$ cat config.mk
export PLATFORM = sky130hd
export DESIGN_NAME = seq_multiplier
export DESIGN_NICKNAME = d
export VERILOG_FILES = /design/src/rtl/seq_multiplier.sv
export SDC_FILE = /design/constraint.sdc
export NUM_CORES = 1
export LEC_CHECK = 0
export ABC_AREA = 0
export CELL_PAD_IN_SITES_DETAIL_PLACEMENT = 1
export CELL_PAD_IN_SITES_GLOBAL_PLACEMENT = 1
export CORE_ASPECT_RATIO = 1.5
export CORE_UTILIZATION = 42
export DETAILED_ROUTE_END_ITERATION = 10
export GPL_ROUTABILITY_DRIVEN = 0
export PLACE_DENSITY_LB_ADDON = 0.1
export SKIP_LAST_GASP = 1
export SLEW_MARGIN = 20
export SYNTH_ARGS = -nofsm -noshare
export SYNTH_HDL_FRONTEND = slang
export SYNTH_SLANG_ARGS = --single-unit
$ cat constraint.sdc
create_clock -name clk -period 2.25 [get_ports clk]
set_input_delay 0.3375 -clock clk [delete_from_list [all_inputs] [get_ports clk]]
set_output_delay 0.3375 -clock clk [all_outputs]
set_load 0.02 [all_outputs]
$ cat src/rtl/seq_multiplier.sv
// seq_multiplier: radix-2 shift-add multiplier, WIDTH cycles per product, valid/ready handshakes.
// Optional two's-complement mode (tc port) enabled by defining SEQ_MUL_SIGNED_EN.
module seq_multiplier #(
    parameter int WIDTH = 4
) (
    input  logic               clk,
    input  logic               rst_n,
    input  logic               in_valid,
    output logic               in_ready,
    input  logic [WIDTH-1:0]   A,
    input  logic [WIDTH-1:0]   B,
`ifdef SEQ_MUL_SIGNED_EN
    input  logic               tc,
`endif
    output logic               out_valid,
    input  logic               out_ready,
    output logic [2*WIDTH-1:0] P,
    output logic               busy
);
    localparam int CNT_W = $clog2(WIDTH + 1);

    typedef enum logic [1:0] {IDLE, CALC, DONE} state_t;

    state_t             state, state_next;
    logic [2*WIDTH-1:0] acc, mcand, sum;
    logic [WIDTH-1:0]   mult, a_mag, b_mag;
    logic [CNT_W-1:0]   cnt;
    logic               neg, neg_in, last, accept;

`ifdef SEQ_MUL_SIGNED_EN
    // Magnitudes fit in WIDTH unsigned bits, including the most-negative operand.
    assign a_mag  = (tc && A[WIDTH-1]) ? -A : A;
    assign b_mag  = (tc && B[WIDTH-1]) ? -B : B;
    assign neg_in = tc && (A[WIDTH-1] ^ B[WIDTH-1]);
`else
    assign a_mag  = A;
    assign b_mag  = B;
    assign neg_in = 1'b0;
`endif

    assign accept    = (state == IDLE) && in_valid;
    assign last      = cnt == CNT_W'(WIDTH - 1);
    assign sum       = acc + (mult[0] ? mcand : '0);
    assign in_ready  = state == IDLE;
    assign out_valid = state == DONE;
    assign busy      = state != IDLE;

    always_ff @(posedge clk or negedge rst_n)
        if (!rst_n) state <= IDLE;
        else        state <= state_next;

    always_comb begin
        state_next = state;
        case (state)
            IDLE:    state_next = in_valid ? CALC : IDLE;
            CALC:    state_next = last ? DONE : CALC;
            DONE:    state_next = out_ready ? IDLE : DONE;
            default: state_next = IDLE;
        endcase
    end

    // Multiplicand shifts left and multiplier shifts right, so bit cnt of B is always mult[0].
    always_ff @(posedge clk or negedge rst_n)
        if (!rst_n) begin
            acc   <= '0;
            mcand <= '0;
            mult  <= '0;
            cnt   <= '0;
            neg   <= 1'b0;
            P     <= '0;
        end else if (accept) begin
            acc   <= '0;
            mcand <= {{WIDTH{1'b0}}, a_mag};
            mult  <= b_mag;
            cnt   <= '0;
            neg   <= neg_in;
        end else if (state == CALC) begin
            acc   <= sum;
            mcand <= mcand << 1;
            mult  <= mult >> 1;
            cnt   <= cnt + CNT_W'(1);
            if (last) P <= neg ? -sum : sum;
        end
endmodule

==> flow_summary_export.csv <==
group,metric,value,unit
run_status,status,"finished clean",
final_layout,drive_gt1_share,14.9,%
power,irDropWorstVdd,0.721,mV
worst_setup_path,startpoint_type,"flip-flop",
die,initial_core_util,44.2,%
timing,final_hold_viol_count,0,
timing,relSlewSlack,67.1,%
die,std_cell_rows,28,
clock_tree,worstSkewPairLatency,0.29,ns
timing,fin_worst_skew,0.00720,ns
clock_tree,numCtsBuffers,5,
worst_setup_path,crit_family,"simple AND/OR/NAND/NOR gates",
placement,port_buffers,22,
timing,period_share,97.1,%
worst_setup_path,critPathSlowestCell,"or4_1",
timing,slew_violations,0,
timing,finalSetupViolCount,0,
final_layout,area_delta_synth_final,24.2,%
worst_setup_path,worst_setup_path_end_kind,"flip-flop",
synthesis,syn_nets,197,
routing,wl_per_cell,17.0,um
synthesis,synth.largest_area_cell,"dfrtp_1",
power,cellPowerDensity,1320,nW/um^2
routing,ant_nets,0,
global_routing,grt_start_max_net_pins,34,
worst_setup_path,path_cells,"and2_1, ha_1, inv_1, fa_2, nor2b_1, o21ai_2, a21oi_1, buf_4, or4_1, nand3_2",
clock_tree,clk_pin_slew,0.07,ns
worst_setup_path,worst_ep_arrival_time,2.41,ns
worst_setup_path,r2r_start,"mult[0]",
worst_setup_path,crit_buf_inv,2,
worst_hold_path,hold_class,"input pin to async pin",
routing,wirelength,4300,um
final_layout,antenna_cells,0,
die,die_w,54.7,um
final_layout,mostFrequentLayoutCells,"31 x dfrtp_1, 22 x clkdlybuf4s50_1, 20 x nand2_1, 20 x o21ai_0, 10 x inv_1",
timing,fin_crit,2.18,ns
clock_tree,clk_path_buf_depth,2,
timing,worst_slew_pin_slew,0.493,ns
power,leakage,1.02,nW
synthesis,synth.distinct_cells,34,
placement,pre_cts_slack,0.0273,ns
timing,fin_ws,0.0659,ns
synthesis,synth_seq_cells,33,
global_routing,grt.overflow.total,0,
worst_setup_path,reg2reg_depth,10,
placement,dpl.hpwl,3190,um
timing,max_freq,458,MHz
synthesis,yosysTopAreaCellShare,47.2,%
clock_tree,ctsHtreeMaxLevel,2,
power,finalPower,2.86,mW
routing,dr.pass1.iters,4,
die,die_h,81.0,um
worst_setup_path,rrSetupSlack,0.07,ns
routing,vias_per_cell,5.62,
routing,num_vias,1422,
global_routing,antenna_found_initial,0,
routing,drtIter0Drc,23,
global_routing,grt.total_usage,23.3,%
synthesis,netlist_top_cells_area,"dfrtp_1 47%, ha_1 6.4%, o21ai_0 5.7%, a22o_1 4.5%, nand2_1 4.5%",
global_routing,grt_pass1_vias,1578,
worst_setup_path,cp_max_fo,6,
clock_tree,clock-root-buffer,"clkbuf_8",
synthesis,synth_seq_area_share,47.2,%
global_routing,grt_pass1_wl,7190,um
worst_setup_path,crit_required,2.48,ns
die,dieArea,4430,um^2
final_layout,fin_nets,229,
clock_tree,cts_sinks,33,
final_layout,final_util,54.9,%
worst_setup_path,max_stage_delay,0.51,ns
synthesis,post_synth.cell_area_avg,10.0,um^2
worst_setup_path,rr_endpoint,"acc[6]",
die,coreArea,3960,um^2
synthesis,yosys_warnings,0,
die,ios,23,
final_layout,layout_commonest_cell,"dfrtp_1",
run,cap_violations,0,
final_layout,fin_cells,253,
routing,drc_errors,0,
timing,rsz0062_at_grt,"yes",
worst_setup_path,crit_type,"flip-flop to flip-flop",
synthesis,netlist_instances,175,
placement,dp_cells,242,
clock_tree,cts_tree,"yes",
synthesis,netlist_area,1750,um^2
==> synth_stat cells <==
master and instances:
or2_2 1, a22oi_1 6, nand2_1 21, and2_1 6, fa_1 1, and3_1 1
a211oi_2 1, xnor2_1 3, a221oi_1 1, nand3_1 4, a21oi_1 7, o21ai_0 20
ha_1 9, mux2_2 5, clkbuf_1 5, nor3_1 2, xor2_1 1, o21bai_1 1
a21o_1 1, mux2i_1 1, inv_1 10, or4_1 2, a22o_1 9, nand2_2 1
nand2b_1 4, nor2_1 5, dfrtp_1 33, o211ai_1 2, xnor3_1 1, o21ai_2 1
nor2b_1 7, and2b_2 1, buf_2 1, o311a_1 1
==> how the worst max path moves through the flow <==
stage | cells after the start | slack [ns] | end | start
2_1_floorplan | 9 | 0.20 | P[4] | mult[0]
3_3_place_gp | 10 | 0.14 | P[6] | mcand[0]
3_5_place_dp | 10 | 0.03 | acc[6] | mult[0]
4_1_cts | 10 | 0.01 | acc[6] | mult[0]
5_1_grt | 8 | -0.03 | P[7] | mult[0]
6_report | 10 | 0.07 | acc[6] | mult[0]
==> cells by family after synthesis <==
| family | after synthesis | share of synthesized area (%) |
|---|---|---|
| simple gates | 55 | 15.8 |
| compound gates | 50 | 18.8 |
| flops | 33 | 47.2 |
| buf+inv | 16 | 3.51 |
| fa+ha+maj | 10 | 7.58 |
| mux | 6 | 3.79 |
| xor+xnor | 5 | 3.29 |
==> stage by stage <==
step	TNS (ns)	hold slack (ns)	area, um^2
floorplan	0	0.0419	1750
global placement	0	0.461	2050
detailed placement	0	0.478	2050
CTS	0	0.474	2130
global route	-0.0274	0.512	2170
finish	0	0.453	2170
==> per-layer routing <==
metal | routed length (um) | global-route usage (%) | up-vias
li1 | - | - | 677
met1 | 1670 | 25.3 | 707
met2 | 2400 | 40.1 | 29
met3 | 127 | 5.81 | 9
met4 | 99 | 11.5 | 0
met5 | 0 | 0 | -
==> repair_timing <==
| item | 4_1_cts | 5_1_grt |
|---|---|---|
| hold buffers | 0 | 0 |
| setup buffers | 0 | 3 |
| setup endpoints to repair | 0 | 5 |
| resized for setup | 0 | 6 |
==> flip-flops by register name (all words and copies together) (netlist names) <==
signal / cells
P: 8
acc: 8
cnt: 3
mcand: 8
mult: 4
state: 2
==> layout make-up <==
class,instances,area (um^2)
inverters,10,37.5
repair buffers,31,293
clock inverters,2,10.0
flip-flops and latches,33,828
multi-input cells,126,875
clock buffers,6,72.6
fillers,459,1790
well taps,45,56.3
==> where the power goes <==
group	total (mW)	internal [mW]	switching (mW)	leakage, nW
combinational	1.38	0.639	0.736	0.541
clock	0.438	0.214	0.223	0.0450
sequential	1.05	0.850	0.195	0.430
No activity file was read; power rests on OpenSTA's default activity.
